===== src/rtl/byte_serial_alu32.sv =====
// Byte-serial 32-bit ALU: one 8-bit slice per clock, LSB slice first, with a registered carry
// between slices. Define OVERFLOW_FLAG_EN to add the signed-overflow output for ADD/SUB.
module byte_serial_alu32 #(
  parameter int WIDTH   = 32,
  parameter int SLICE_W = 8
) (
  input  logic             clk,
  input  logic             reset_n,
  input  logic             in_valid,
  output logic             in_ready,
  input  logic [WIDTH-1:0] a,
  input  logic [WIDTH-1:0] b,
  input  logic [3:0]       ALU_op,
  output logic             out_valid,
  input  logic             out_ready,
  output logic [WIDTH-1:0] result,
  output logic             carry_out,
`ifdef OVERFLOW_FLAG_EN
  output logic             overflow,
`endif
  output logic             zero
);

  localparam int NSLICE = WIDTH / SLICE_W;
  localparam int IDX_W  = (NSLICE > 1) ? $clog2(NSLICE) : 1;

  localparam logic [3:0] OP_AND = 4'b0000;
  localparam logic [3:0] OP_OR  = 4'b0001;
  localparam logic [3:0] OP_ADD = 4'b0010;
  localparam logic [3:0] OP_XOR = 4'b0011;
  localparam logic [3:0] OP_SUB = 4'b0110;

  typedef enum logic [1:0] {IDLE, BUSY, DONE} state_t;

  state_t             state;
  logic [WIDTH-1:0]   a_reg;
  logic [WIDTH-1:0]   b_reg;
  logic [3:0]         op_reg;
  logic [IDX_W-1:0]   idx;
  logic               carry;

  logic [SLICE_W-1:0] a_slices [NSLICE];
  logic [SLICE_W-1:0] b_slices [NSLICE];

  generate
    for (genvar gi = 0; gi < NSLICE; gi++) begin : g_slice
      assign a_slices[gi] = a_reg[gi*SLICE_W +: SLICE_W];
      assign b_slices[gi] = b_reg[gi*SLICE_W +: SLICE_W];
    end
  endgenerate

  logic [SLICE_W-1:0] a_sl;
  logic [SLICE_W-1:0] b_sl;
  logic [SLICE_W-1:0] b_eff;
  logic [SLICE_W:0]   sum;
  logic [SLICE_W-1:0] sl_res;
  logic               sl_carry;
  logic [WIDTH-1:0]   result_next;
  logic               last;

  always_comb begin
    a_sl     = a_slices[idx];
    b_sl     = b_slices[idx];
    b_eff    = (op_reg == OP_SUB) ? ~b_sl : b_sl;
    sum      = {1'b0, a_sl} + {1'b0, b_eff} + {{SLICE_W{1'b0}}, carry};
    sl_res   = '0;
    sl_carry = 1'b0;
    case (op_reg)
      OP_AND:         sl_res = a_sl & b_sl;
      OP_OR:          sl_res = a_sl | b_sl;
      OP_XOR:         sl_res = a_sl ^ b_sl;
      OP_ADD, OP_SUB: begin
        sl_res   = sum[SLICE_W-1:0];
        sl_carry = sum[SLICE_W];
      end
      default: ;
    endcase
    result_next = result;
    result_next[idx*SLICE_W +: SLICE_W] = sl_res;
    last = (idx == IDX_W'(NSLICE - 1));
  end

`ifdef OVERFLOW_FLAG_EN
  // Carry into the slice MSB recovered from the sum bit: s = a ^ b ^ cin.
  logic msb_cin;
  always_comb begin
    msb_cin = a_sl[SLICE_W-1] ^ b_eff[SLICE_W-1] ^ sum[SLICE_W-1];
  end
`endif

  always_ff @(posedge clk) begin
    if (!reset_n) begin
      state     <= IDLE;
      in_ready  <= 1'b1;
      out_valid <= 1'b0;
      result    <= '0;
      carry_out <= 1'b0;
      zero      <= 1'b0;
      idx       <= '0;
      carry     <= 1'b0;
`ifdef OVERFLOW_FLAG_EN
      overflow  <= 1'b0;
`endif
    end else begin
      case (state)
        IDLE: begin
          if (in_valid && in_ready) begin
            a_reg    <= a;
            b_reg    <= b;
            op_reg   <= ALU_op;
            carry    <= (ALU_op == OP_SUB);
            idx      <= '0;
            in_ready <= 1'b0;
            state    <= BUSY;
          end
        end
        BUSY: begin
          result <= result_next;
          carry  <= sl_carry;
          if (last) begin
            idx       <= '0;
            state     <= DONE;
            out_valid <= 1'b1;
            carry_out <= sl_carry;
            zero      <= (result_next == '0);
`ifdef OVERFLOW_FLAG_EN
            overflow  <= ((op_reg == OP_ADD) || (op_reg == OP_SUB)) && (msb_cin ^ sl_carry);
`endif
          end else begin
            idx <= idx + 1'b1;
          end
        end
        DONE: begin
          if (out_ready) begin
            out_valid <= 1'b0;
            in_ready  <= 1'b1;
            state     <= IDLE;
          end
        end
        default: state <= IDLE;
      endcase
    end
  end

endmodule


===== config.mk =====
export PLATFORM = sky130hd
export DESIGN_NAME = byte_serial_alu32
export DESIGN_NICKNAME = d
export VERILOG_FILES = /design/src/rtl/byte_serial_alu32.sv
export SDC_FILE = /design/constraint.sdc
export NUM_CORES = 1
export LEC_CHECK = 0
export CORE_ASPECT_RATIO = 1.4
export CORE_MARGIN = 8
export CORE_UTILIZATION = 40
export CTS_BUF_LIST = sky130_fd_sc_hd__clkbuf_2 sky130_fd_sc_hd__clkbuf_4 sky130_fd_sc_hd__clkbuf_8
export CTS_CLUSTER_DIAMETER = 150
export DETAILED_ROUTE_END_ITERATION = 16
export GPL_ROUTABILITY_DRIVEN = 0
export MAX_ROUTING_LAYER = met4
export PLACE_DENSITY = 0.69
export SLEW_MARGIN = 20
export SYNTH_ARGS = -nofsm -noshare
export SYNTH_HDL_FRONTEND = slang
export SYNTH_SLANG_ARGS = --single-unit

===== constraint.sdc =====
create_clock -name clk -period 3.9 [get_ports clk]
set_input_delay 0.585 -clock clk [delete_from_list [all_inputs] [get_ports clk]]
set_output_delay 0.585 -clock clk [all_outputs]
set_load 0.1 [all_outputs]

==> run_summary.xml, run 1 <==
<?xml version="1.0" encoding="UTF-8"?>
<metrics>
  <group name="outcome">
    <metric name="status" unit="">completed</metric>
  </group>
  <group name="min_path">
    <metric name="worst_hold_startpoint" unit="">zero</metric>
    <metric name="holdCritPathClass" unit="">reg -&gt; reg</metric>
    <metric name="worstHoldEndpoint" unit="">zero</metric>
    <metric name="min_delay_path_depth" unit="">2</metric>
  </group>
  <group name="worst_setup_path">
    <metric name="critical_path.endpoint_type" unit="">flip-flop</metric>
    <metric name="reg2reg_setup_slack" unit="ns">0.30</metric>
    <metric name="timing_worst_setup_path_type" unit="">reg -&gt; reg</metric>
    <metric name="critical_path.reg2reg.startpoint" unit="">idx[0]</metric>
    <metric name="critical_path.startpoint_type" unit="">flip-flop</metric>
    <metric name="worst-endpoint-arrival" unit="ns">3.87</metric>
    <metric name="reg2reg_to" unit="">carry</metric>
    <metric name="ff2ff_path_depth" unit="">13</metric>
    <metric name="worst_ep_required_time" unit="ns">4.17</metric>
    <metric name="worstPathMaxFanout" unit="">14</metric>
  </group>
  <group name="synth">
    <metric name="postSynthAreaPerCell" unit="sq um">12.37</metric>
    <metric name="synth.top_cells.by_count" unit="">sky130_fd_sc_hd__edfxtp_1, sky130_fd_sc_hd__dfxtp_1, sky130_fd_sc_hd__a22oi_1</metric>
    <metric name="netlist.top_cell.by_area" unit="">sky130_fd_sc_hd__edfxtp_1</metric>
    <metric name="synth_flop_cell" unit="">sky130_fd_sc_hd__edfxtp_1</metric>
    <metric name="yosys.cell_count.top_type" unit="">sky130_fd_sc_hd__edfxtp_1</metric>
    <metric name="async_reset_ff_frac" unit="">0</metric>
    <metric name="synth-edff-count" unit="">68</metric>
    <metric name="mappedNetlistArea" unit="sq um">5132</metric>
    <metric name="synth_seq_area_share" unit="">0.5578</metric>
    <metric name="synth.ff_latch_count" unit="">109</metric>
    <metric name="yosysUniqueCellTypes" unit="">46</metric>
    <metric name="synthesis.instances" unit="">415</metric>
    <metric name="synth_largest_type_area_fraction" unit="">0.3979</metric>
    <metric name="synth_top_cells_by_area" unit="">sky130_fd_sc_hd__edfxtp_1, sky130_fd_sc_hd__dfxtp_1, sky130_fd_sc_hd__mux4_2</metric>
    <metric name="yosysWarnings" unit="">0</metric>
    <metric name="syn-num-nets" unit="">517</metric>
  </group>
  <group name="placed_design">
    <metric name="placedCellCount" unit="">672</metric>
    <metric name="dp.final_hpwl" unit="microns">9332</metric>
    <metric name="placedInstanceArea" unit="sq um">6430</metric>
    <metric name="port_buffer_cells" unit="">107</metric>
  </group>
  <group name="sta">
    <metric name="finalCriticalPeriod" unit="ns">3.597</metric>
    <metric name="slew_violations" unit="">0</metric>
    <metric name="fmaxAchievable" unit="MHz">278.0</metric>
    <metric name="slew_headroom" unit="">0.3366</metric>
    <metric name="finClkSkew" unit="ns">0.01099</metric>
    <metric name="layout_worst_path_cycle_share" unit="">0.9222</metric>
    <metric name="final-hold-violation-count" unit="">0</metric>
    <metric name="tightest_slew" unit="ns">0.9919</metric>
    <metric name="setup_viol" unit="">0</metric>
    <metric name="fin_setup_tns" unit="ns">0</metric>
    <metric name="grt_setup_unrepaired" unit="">false</metric>
  </group>
  <group name="global_routing">
    <metric name="wire_length_of_the_first_global_routing_pass" unit="microns">19640</metric>
    <metric name="gr-total-overflow" unit="">0</metric>
    <metric name="first_global_vias" unit="">3922</metric>
    <metric name="groute.usage.overall" unit="">0.1515</metric>
    <metric name="largest_net_degree_at_the_start_of_global_routing" unit="">69</metric>
    <metric name="antenna_violations_before_repair" unit="">0</metric>
  </group>
  <group name="final_layout">
    <metric name="stdcell_area" unit="sq um">6634</metric>
    <metric name="final_layout_size_suffix_gt1_frac" unit="">0.09346</metric>
    <metric name="nNetsFinal" unit="">632</metric>
    <metric name="post_synthesis_to_final_layout_area_growth" unit="%">29.25</metric>
    <metric name="fin_cells" unit="">688</metric>
    <metric name="fillerInstances" unit="">1114</metric>
    <metric name="antenna_cells" unit="">0</metric>
  </group>
  <group name="routing">
    <metric name="detailedRoute.firstPassIterationCount" unit="">4</metric>
    <metric name="drt_drc_violations_left" unit="">0</metric>
    <metric name="route.vias.total" unit="">3664</metric>
    <metric name="detail_route.wirelength" unit="microns">12030</metric>
    <metric name="via_per_inst" unit="">5.326</metric>
    <metric name="drt-initial-drc-count" unit="">213</metric>
    <metric name="drtAntennaViolNets" unit="">0</metric>
    <metric name="routedWlPerCell" unit="microns">17.48</metric>
  </group>
  <group name="clock_tree">
    <metric name="cts.sink_count" unit="">109</metric>
    <metric name="cts-root-to-sink-buffers" unit="">2</metric>
    <metric name="cts.repair_timing.setup_buffer_count" unit="">0</metric>
    <metric name="clk_latency" unit="ns">0.37</metric>
    <metric name="cts.clk_slew.worst_paths" unit="ns">0.11</metric>
    <metric name="cts_made_buffers" unit="">9</metric>
    <metric name="ctsResizeCount" unit="">0</metric>
    <metric name="cts_tree" unit="">done</metric>
    <metric name="cts_hold_buffers" unit="">0</metric>
    <metric name="clockRootBuffer" unit="">sky130_fd_sc_hd__clkbuf_8</metric>
    <metric name="htreeDepth" unit="">3</metric>
  </group>
  <group name="power_and_ir_drop">
    <metric name="power.ir.vdd_worst" unit="uV">213.9</metric>
    <metric name="p_per_area" unit="nW/um^2">358.8</metric>
    <metric name="p_leak" unit="uW">0.002299</metric>
    <metric name="post-layout-total-power" unit="uW">2380</metric>
  </group>
  <group name="die">
    <metric name="floorplan.die.height" unit="microns">150.0</metric>
    <metric name="fp.dieArea" unit="sq um">16760</metric>
    <metric name="design.portCount" unit="">108</metric>
    <metric name="starting_density_of_the_core" unit="">0.4044</metric>
    <metric name="floorplan.die.width" unit="microns">111.7</metric>
    <metric name="core_region_area" unit="sq um">12690</metric>
    <metric name="row_cnt" unit="">49</metric>
  </group>
  <group name="run">
    <metric name="max_cap_violations" unit="">0</metric>
  </group>
</metrics>
-- per-layer routing --
metal / vias up / share of wire / GRT usage
met1: 1761 / 0.40 / 0.1583
met2: 106 / 0.54 / 0.2741
met3: 16 / 0.046 / 0.03352
met5: - / 0 / -
met4: 0 / 0.018 / 0.05697
li1: 1781 / - / -
-- cells in the final DEF, fill, tap and decap left out, drive strengths merged, types with 2 or more instances in the layout --
cell,synthesis,layout
buf,5,9
o211ai,2,2
nor3,9,9
clkdlybuf4s50,0,107
and2,4,4
fa,2,2
a221o,4,4
nor3b,2,2
or3,2,2
a21oi,16,16
dfxtp,41,41
clkbuf,7,10
nand2,19,19
o21ai,21,21
o31ai,2,2
a22oi,36,36
nand2b,5,5
inv,28,29
xnor2,9,9
edfxtp,68,68
and3,3,3
mux4,16,16
o21a,4,4
nor4,11,11
clkinv,0,3
nand3,5,5
nor2,20,20
nor2b,35,35
ha,28,28
a211oi,2,2
-- through the flow --
stage,setup WS (ns),hold slack (ns),utilization
6_report,0.3035,0.5276,0.5227
5_1_grt,0.07929,0.5369,0.5227
4_1_cts,0.2994,0.5198,0.5227
3_5_place_dp,0.3390,0.5059,0.5067
3_3_place_gp,0.4535,0.4962,0.5067
2_1_floorplan,0.2537,0.4969,-
-- logic make-up after synthesis --
logic type | synth area share
AND/OR/NAND/NOR | 0.1263
flip-flops | 0.5578
AO/OA/AOI/OAI | 0.1236
buffers and inverters | 0.03072
adder cells (fa/ha/maj) | 0.07606
multiplexers | 0.07021
XOR/XNOR | 0.01536
-- worst max path at each step --
stage / end / startpoint / slack (ns) / cells past startpoint
floorplan: zero / idx[0] / 0.25 / 13
global placement: zero / idx[0] / 0.45 / 11
detailed placement: zero / idx[0] / 0.34 / 11
CTS: zero / idx[0] / 0.30 / 11
global route: carry / idx[0] / 0.08 / 13
finish: carry / idx[0] / 0.30 / 13
-- critical path, stage by stage (launching register included) --
cell and delay [ns]:
sky130_fd_sc_hd__dfxtp_1 0.39, sky130_fd_sc_hd__buf_4 0.31, sky130_fd_sc_hd__mux4_2 0.56, sky130_fd_sc_hd__inv_1 0.10, sky130_fd_sc_hd__xnor2_1 0.10, sky130_fd_sc_hd__fa_1 0.45, sky130_fd_sc_hd__a211oi_1 0.38, sky130_fd_sc_hd__nor3b_2 0.13
sky130_fd_sc_hd__o21ai_0 0.16, sky130_fd_sc_hd__a21oi_1 0.09, sky130_fd_sc_hd__o21a_1 0.16, sky130_fd_sc_hd__o21ai_0 0.35, sky130_fd_sc_hd__o21ai_0 0.14, sky130_fd_sc_hd__and2_1 0.18
-- area by class of cell --
class	count	area (sq um)	area share
clock buffer	10	131.4	0.01980
clock inverter	6	72.57	0.01094
inverter	28	105.1	0.01584
multi-input combinational	266	2120	0.3195
sequential	109	2863	0.4315
tap	153	191.4	0.02886
timing repair buffer	116	1151	0.1735
-- report_power, final --
group / switching (uW) / total, uW / internal (uW) / leakage [uW]
registers: 15.0 / 1280 / 1260 / 0.000956
clock network: 384 / 694 / 310 / 0.000100
logic: 218 / 406 / 188 / 0.00124
total: 617 / 2380 / 1760 / 0.00230
Power figures use the tool's default switching activity.
==> run 2: changes to the inputs <==
--- a/config.mk
+++ b/config.mk
@@ -7,13 +7,13 @@
 export LEC_CHECK = 0
 export CORE_ASPECT_RATIO = 1.4
 export CORE_MARGIN = 8
-export CORE_UTILIZATION = 40
+export CORE_UTILIZATION = 48
 export CTS_BUF_LIST = sky130_fd_sc_hd__clkbuf_2 sky130_fd_sc_hd__clkbuf_4 sky130_fd_sc_hd__clkbuf_8
 export CTS_CLUSTER_DIAMETER = 150
 export DETAILED_ROUTE_END_ITERATION = 16
 export GPL_ROUTABILITY_DRIVEN = 0
 export MAX_ROUTING_LAYER = met4
-export PLACE_DENSITY = 0.69
+export PLACE_DENSITY = 0.8
 export SLEW_MARGIN = 20
 export SYNTH_ARGS = -nofsm -noshare
 export SYNTH_HDL_FRONTEND = slang
==> run_summary.xml, run 2 (synthesized netlist as in run 1, its figures left out) <==
<?xml version="1.0" encoding="UTF-8"?>
<metrics>
  <group name="sta">
    <metric name="fin_setup_tns" unit="ns">0</metric>
    <metric name="setup_viol" unit="">0</metric>
    <metric name="finalCriticalPeriod" unit="ns">3.557</metric>
    <metric name="final-hold-violation-count" unit="">0</metric>
    <metric name="fmaxAchievable" unit="MHz">281.1</metric>
    <metric name="slew_violations" unit="">0</metric>
    <metric name="holdWs" unit="ns">0.5252</metric>
    <metric name="slew_headroom" unit="">0.3393</metric>
    <metric name="tightest_slew" unit="ns">0.9879</metric>
    <metric name="finClkSkew" unit="ns">0.009810</metric>
    <metric name="layout_worst_path_cycle_share" unit="">0.9121</metric>
    <metric name="grt_setup_unrepaired" unit="">false</metric>
  </group>
  <group name="die">
    <metric name="floorplan.die.height" unit="microns">138.4</metric>
    <metric name="starting_density_of_the_core" unit="">0.4933</metric>
    <metric name="design.portCount" unit="">108</metric>
    <metric name="fp.dieArea" unit="sq um">14300</metric>
    <metric name="floorplan.die.width" unit="microns">103.4</metric>
    <metric name="row_cnt" unit="">44</metric>
    <metric name="core_region_area" unit="sq um">10410</metric>
  </group>
  <group name="worst_setup_path">
    <metric name="worst_ep_required_time" unit="ns">4.20</metric>
    <metric name="worst-endpoint-arrival" unit="ns">3.86</metric>
    <metric name="critical_path.reg2reg.startpoint" unit="">idx[0]</metric>
    <metric name="worstPathMaxFanout" unit="">13</metric>
    <metric name="critical_path.startpoint_type" unit="">flip-flop</metric>
    <metric name="reg2reg_setup_slack" unit="ns">0.34</metric>
    <metric name="reg2reg_to" unit="">zero</metric>
    <metric name="ff2ff_path_depth" unit="">11</metric>
    <metric name="timing_worst_setup_path_type" unit="">reg -&gt; reg</metric>
    <metric name="critical_path.endpoint_type" unit="">flip-flop</metric>
  </group>
  <group name="global_routing">
    <metric name="antenna_violations_before_repair" unit="">0</metric>
    <metric name="gr-total-overflow" unit="">0</metric>
    <metric name="groute.usage.overall" unit="">0.1756</metric>
    <metric name="wire_length_of_the_first_global_routing_pass" unit="microns">19140</metric>
    <metric name="largest_net_degree_at_the_start_of_global_routing" unit="">69</metric>
    <metric name="first_global_vias" unit="">4027</metric>
  </group>
  <group name="power_and_ir_drop">
    <metric name="p_leak" unit="uW">0.002315</metric>
    <metric name="power.ir.vdd_worst" unit="uV">244.1</metric>
    <metric name="p_per_area" unit="nW/um^2">369.6</metric>
  </group>
  <group name="routing">
    <metric name="drtAntennaViolNets" unit="">0</metric>
    <metric name="drt_drc_violations_left" unit="">0</metric>
    <metric name="route.vias.total" unit="">3758</metric>
    <metric name="routedWlPerCell" unit="microns">17.47</metric>
    <metric name="detailedRoute.firstPassIterationCount" unit="">5</metric>
    <metric name="via_per_inst" unit="">5.584</metric>
    <metric name="drt-initial-drc-count" unit="">237</metric>
    <metric name="detail_route.wirelength" unit="microns">11750</metric>
  </group>
  <group name="min_path">
    <metric name="min_delay_path_depth" unit="">2</metric>
    <metric name="worst_hold_startpoint" unit="">zero</metric>
    <metric name="holdCritPathClass" unit="">reg -&gt; reg</metric>
    <metric name="worstHoldEndpoint" unit="">zero</metric>
  </group>
  <group name="final_layout">
    <metric name="nNetsFinal" unit="">632</metric>
    <metric name="stdcell_area" unit="sq um">6641</metric>
    <metric name="layout.cells.most_common_list" unit="">sky130_fd_sc_hd__clkdlybuf4s50_1, sky130_fd_sc_hd__edfxtp_1, sky130_fd_sc_hd__dfxtp_1</metric>
    <metric name="antenna_cells" unit="">0</metric>
    <metric name="final_common_cell" unit="">sky130_fd_sc_hd__clkdlybuf4s50_1</metric>
    <metric name="fillerInstances" unit="">766</metric>
    <metric name="post_synthesis_to_final_layout_area_growth" unit="%">29.40</metric>
    <metric name="multi_input_comb_area" unit="sq um">2120</metric>
    <metric name="footprint_of_the_flip_flops_and_latches" unit="sq um">2863</metric>
    <metric name="final_layout_size_suffix_gt1_frac" unit="">0.09346</metric>
  </group>
  <group name="clock_tree">
    <metric name="cts_tree" unit="">done</metric>
    <metric name="cts.sink_count" unit="">109</metric>
    <metric name="cts_made_buffers" unit="">9</metric>
    <metric name="cts-root-to-sink-buffers" unit="">2</metric>
    <metric name="cts.clk_slew.worst_paths" unit="ns">0.10</metric>
    <metric name="cts.repair_timing.setup_buffer_count" unit="">0</metric>
    <metric name="clk_latency" unit="ns">0.38</metric>
    <metric name="htreeDepth" unit="">3</metric>
    <metric name="clockRootBuffer" unit="">sky130_fd_sc_hd__clkbuf_8</metric>
  </group>
  <group name="run">
    <metric name="max_cap_violations" unit="">0</metric>
  </group>
  <group name="outcome">
    <metric name="status" unit="">completed</metric>
  </group>
  <group name="placed_design">
    <metric name="dp.final_hpwl" unit="microns">9164</metric>
    <metric name="placedInstanceArea" unit="sq um">6411</metric>
    <metric name="port_buffer_cells" unit="">107</metric>
  </group>
</metrics>
[run 2: cell count changes in the layout (fill, tap and decap cells not counted)]
cell                         delta
sky130_fd_sc_hd__clkbuf_4       -1
sky130_fd_sc_hd__o21ai_1        +1
sky130_fd_sc_hd__bufinv_16      +1
sky130_fd_sc_hd__o21ai_0        -1
sky130_fd_sc_hd__inv_8          +1
sky130_fd_sc_hd__clkinvlp_4     -1
[run 2: how the worst max path moves through the flow]
stage	cells past startpoint	slack, ns	endpoint	start
floorplan	13	0.25	zero	idx[0]
global placement	11	0.44	zero	idx[0]
detailed placement	11	0.34	zero	idx[0]
CTS	11	0.31	zero	idx[0]
global route	13	0.03	zero	idx[0]
finish	11	0.34	zero	idx[0]
[run 2: layout make-up]
class / instances / area share
clock buffers: 9 / 0.01865
repair buffers: 116 / 0.1733
clock inverters: 7 / 0.01601
well taps: 138 / 0.02600
inverters: 28 / 0.01583
multi-input cells: 266 / 0.3191
flip-flops and latches: 109 / 0.4310
[run 2: through the flow]
stage | total power [uW] | setup WS, ns | instances | util
2_1_floorplan | 1561 | 0.2537 | 415 | -
3_3_place_gp | 1697 | 0.4434 | 657 | 0.6162
3_5_place_dp | 1713 | 0.3416 | 657 | 0.6162
4_1_cts | 2469 | 0.3113 | 673 | 0.6383
5_1_grt | 2564 | 0.02614 | 673 | 0.6383
6_report | 2455 | 0.3428 | 673 | 0.6383
[run 2: routing by layer]
metal | global-route usage | vias up | routed length (microns)
li1 | - | 1783 | -
met5 | - | - | 0
met3 | 0.04070 | 22 | 709
met4 | 0.07422 | 0 | 269
met2 | 0.2930 | 163 | 6164
met1 | 0.1928 | 1790 | 4611
[run 2: worst max-delay path: stages (launching register included)]
cell                       delay, ns
sky130_fd_sc_hd__dfxtp_1        0.43
sky130_fd_sc_hd__buf_4          0.31
sky130_fd_sc_hd__mux4_2         0.56
sky130_fd_sc_hd__inv_1          0.11
sky130_fd_sc_hd__xnor2_1        0.11
sky130_fd_sc_hd__fa_1           0.45
sky130_fd_sc_hd__a211oi_1       0.34
sky130_fd_sc_hd__nor3b_2        0.12
sky130_fd_sc_hd__a311oi_1       0.28
sky130_fd_sc_hd__o21ai_1        0.19
sky130_fd_sc_hd__a221o_1        0.36
sky130_fd_sc_hd__o31ai_1        0.22
[run 2: power by group]
group	internal, uW	total, uW	switching, uW
registers	1260	1280	15.5
clock network	372	767	395
logic	189	407	218
total	1830	2450	629
[run 2: repair_timing]
item / CTS / global route
resized for setup: 0 / 1
hold buffers: 0 / 0
endpoints found under the setup margin: 0 / 1
==> run 3: changes to the inputs <==
--- a/config.mk
+++ b/config.mk
@@ -7,13 +7,13 @@
 export LEC_CHECK = 0
 export CORE_ASPECT_RATIO = 1.4
 export CORE_MARGIN = 8
-export CORE_UTILIZATION = 48
+export CORE_UTILIZATION = 53
 export CTS_BUF_LIST = sky130_fd_sc_hd__clkbuf_2 sky130_fd_sc_hd__clkbuf_4 sky130_fd_sc_hd__clkbuf_8
-export CTS_CLUSTER_DIAMETER = 150
+export CTS_CLUSTER_DIAMETER = 30
 export DETAILED_ROUTE_END_ITERATION = 16
 export GPL_ROUTABILITY_DRIVEN = 0
 export MAX_ROUTING_LAYER = met4
-export PLACE_DENSITY = 0.8
+export PLACE_DENSITY = 0.84
 export SLEW_MARGIN = 20
 export SYNTH_ARGS = -nofsm -noshare
 export SYNTH_HDL_FRONTEND = slang
==> constraint.sdc (replaced) <==
create_clock -name clk -period 3.88 [get_ports clk]
set_input_delay 0.582 -clock clk [delete_from_list [all_inputs] [get_ports clk]]
set_output_delay 0.582 -clock clk [all_outputs]
set_load 0.1 [all_outputs]
==> run_summary.xml, run 3 (synthesized netlist as in run 1, its figures left out) <==
<?xml version="1.0" encoding="UTF-8"?>
<metrics>
  <group name="worst_setup_path">
    <metric name="timing_worst_setup_path_type" unit="">reg -&gt; reg</metric>
    <metric name="worst-endpoint-arrival" unit="ns">3.81</metric>
    <metric name="worst-path-stages" unit="">12</metric>
    <metric name="cpLargestDelayFamily" unit="">compound AO/OA/AOI/OAI gates</metric>
    <metric name="reg2reg_to" unit="">zero</metric>
    <metric name="critical_path.startpoint_type" unit="">flip-flop</metric>
    <metric name="critical_path.slowest_cell" unit="">sky130_fd_sc_hd__mux4_2</metric>
    <metric name="critical_path.reg2reg.startpoint" unit="">idx[0]</metric>
    <metric name="worst_ep_required_time" unit="ns">4.14</metric>
    <metric name="worstPathMaxFanout" unit="">14</metric>
    <metric name="worst_setup_path_startpoint" unit="">idx[0]</metric>
    <metric name="timing.critical_path.to" unit="">zero</metric>
    <metric name="cpPeakStageDelay" unit="ns">0.56</metric>
    <metric name="ff2ff_path_depth" unit="">12</metric>
    <metric name="worstPathBufferInverterCount" unit="">2</metric>
    <metric name="reg2reg_setup_slack" unit="ns">0.34</metric>
    <metric name="path_cells" unit="">buf_4, mux4_2, inv_1, xnor2_1, fa_1, a211oi_2, nor3b_2, nor4_1, a311oi_1, o21ai_1, a221o_1, o31ai_1</metric>
    <metric name="critical_path.endpoint_type" unit="">flip-flop</metric>
  </group>
  <group name="clock_tree">
    <metric name="cts_made_buffers" unit="">9</metric>
    <metric name="cts.sink_count" unit="">109</metric>
    <metric name="clockRootBuffer" unit="">sky130_fd_sc_hd__clkbuf_8</metric>
    <metric name="cts-root-to-sink-buffers" unit="">2</metric>
    <metric name="cts_hold_buffers" unit="">0</metric>
    <metric name="htreeDepth" unit="">3</metric>
    <metric name="clk_latency" unit="ns">0.37</metric>
    <metric name="cts.clk_slew.worst_paths" unit="ns">0.10</metric>
    <metric name="cts_tree" unit="">done</metric>
    <metric name="cts.repair_timing.setup_buffer_count" unit="">0</metric>
  </group>
  <group name="final_layout">
    <metric name="final_core_util" unit="">0.6915</metric>
    <metric name="antenna_cells" unit="">0</metric>
    <metric name="final_layout_size_suffix_gt1_frac" unit="">0.09159</metric>
    <metric name="nNetsFinal" unit="">632</metric>
    <metric name="fin_cells" unit="">645</metric>
    <metric name="final_common_cell" unit="">sky130_fd_sc_hd__clkdlybuf4s50_1</metric>
    <metric name="layout.cells.most_common_list" unit="">sky130_fd_sc_hd__clkdlybuf4s50_1, sky130_fd_sc_hd__edfxtp_1, sky130_fd_sc_hd__dfxtp_1</metric>
    <metric name="post_synthesis_to_final_layout_area_growth" unit="%">27.45</metric>
  </group>
  <group name="placed_design">
    <metric name="port_buffer_cells" unit="">107</metric>
    <metric name="dp.final_hpwl" unit="microns">8902</metric>
    <metric name="placedCellCount" unit="">629</metric>
  </group>
  <group name="sta">
    <metric name="fmaxAchievable" unit="MHz">282.2</metric>
    <metric name="layout_worst_path_cycle_share" unit="">0.9134</metric>
    <metric name="finClkSkew" unit="ns">0.01279</metric>
    <metric name="finalCriticalPeriod" unit="ns">3.544</metric>
    <metric name="grt_setup_unrepaired" unit="">false</metric>
    <metric name="holdWs" unit="ns">0.5039</metric>
    <metric name="fin_setup_tns" unit="ns">0</metric>
    <metric name="final-hold-violation-count" unit="">0</metric>
    <metric name="slew_headroom" unit="">0.3036</metric>
    <metric name="slew_violations" unit="">0</metric>
    <metric name="tightest_slew" unit="ns">1.042</metric>
    <metric name="setup_viol" unit="">0</metric>
  </group>
  <group name="routing">
    <metric name="route.vias.total" unit="">3739</metric>
    <metric name="via_per_inst" unit="">5.797</metric>
    <metric name="detailedRoute.firstPassIterationCount" unit="">4</metric>
    <metric name="drtAntennaViolNets" unit="">0</metric>
    <metric name="drt_drc_violations_left" unit="">0</metric>
    <metric name="drt-initial-drc-count" unit="">188</metric>
    <metric name="detail_route.wirelength" unit="microns">11690</metric>
    <metric name="routedWlPerCell" unit="microns">18.12</metric>
  </group>
  <group name="die">
    <metric name="floorplan.die.width" unit="microns">99.17</metric>
    <metric name="floorplan.die.height" unit="microns">132.4</metric>
    <metric name="row_cnt" unit="">42</metric>
    <metric name="design.portCount" unit="">108</metric>
    <metric name="core_region_area" unit="sq um">9459</metric>
    <metric name="fp.dieArea" unit="sq um">13130</metric>
    <metric name="starting_density_of_the_core" unit="">0.5426</metric>
  </group>
  <group name="global_routing">
    <metric name="wire_length_of_the_first_global_routing_pass" unit="microns">19150</metric>
    <metric name="antenna_violations_before_repair" unit="">0</metric>
    <metric name="largest_net_degree_at_the_start_of_global_routing" unit="">69</metric>
    <metric name="gr-total-overflow" unit="">0</metric>
    <metric name="groute.usage.overall" unit="">0.1865</metric>
    <metric name="first_global_vias" unit="">3961</metric>
  </group>
  <group name="power_and_ir_drop">
    <metric name="p_leak" unit="uW">0.002278</metric>
    <metric name="p_per_area" unit="nW/um^2">353.6</metric>
    <metric name="power.ir.vdd_worst" unit="uV">271.5</metric>
  </group>
  <group name="min_path">
    <metric name="holdCritPathClass" unit="">reg -&gt; reg</metric>
  </group>
  <group name="outcome">
    <metric name="status" unit="">completed</metric>
  </group>
  <group name="run">
    <metric name="max_cap_violations" unit="">0</metric>
  </group>
</metrics>
## run 3: cell count changes in the layout (fill, tap and decap cells not counted), sizes merged
cell,previous run,this run
bufinv,2,0
clkinvlp,0,2
## run 3: metal layers
metal,wire [microns],track usage,part of all wire,vias to the layer above
met1,4556,0.1985,0.39,1790
met2,6225,0.3199,0.53,148
met5,0,-,0,-
met4,261,0.08615,0.022,0
li1,-,-,-,1777
met3,646,0.04409,0.055,24
## run 3: worst reg2reg max path: stages (launching register included)
cell	delay (ns)
sky130_fd_sc_hd__dfxtp_1	0.38
sky130_fd_sc_hd__buf_4	0.30
sky130_fd_sc_hd__mux4_2	0.57
sky130_fd_sc_hd__inv_1	0.11
sky130_fd_sc_hd__xnor2_1	0.11
sky130_fd_sc_hd__fa_1	0.46
sky130_fd_sc_hd__a211oi_2	0.28
sky130_fd_sc_hd__nor3b_2	0.12
sky130_fd_sc_hd__nor4_1	0.33
sky130_fd_sc_hd__a311oi_1	0.11
sky130_fd_sc_hd__o21ai_1	0.41
sky130_fd_sc_hd__a221o_1	0.21
sky130_fd_sc_hd__o31ai_1	0.07
## run 3: worst min path at each step
stage	startpoint	to	cells after the start
after global routing	zero	zero	2
after CTS	zero	zero	2
after global placement	zero	zero	2
after detailed placement	zero	zero	2
after floorplan	state[0]	state[0]	2
final	zero	zero	2
## run 3: final cells by class
| type | count | area, sq um |
|---|---|---|
| Clock buffer | 9 | 123.9 |
| Clock inverter | 7 | 48.80 |
| Fill cell | 682 | 2918 |
| Inverter | 28 | 105.1 |
| Multi-Input combinational cell | 266 | 2125 |
| Sequential cell | 109 | 2863 |
| Tap cell | 110 | 137.6 |
| Timing Repair Buffer | 116 | 1139 |
## run 3: power breakdown
part	internal [uW]	total, uW	switching (uW)
combinational	190	414	224
clock	235	612	377
sequential	1270	1290	15.5
total	1700	2310	616
## run 3: repair_timing
action                                 CTS  global route
endpoints found under the hold margin    0             0
setup endpoints to repair                0             5
resized for setup                        0             1
## run 3: through the flow
stage          power (uW)  area, sq um  setup WS (ns)
3_3_place_gp         1703         6364         0.4241
4_1_cts              2322         6536         0.2643
3_5_place_dp         1720         6364         0.3140
2_1_floorplan        1569         5135         0.2337
6_report             2313         6541         0.3362
5_1_grt              2422         6541        0.03577
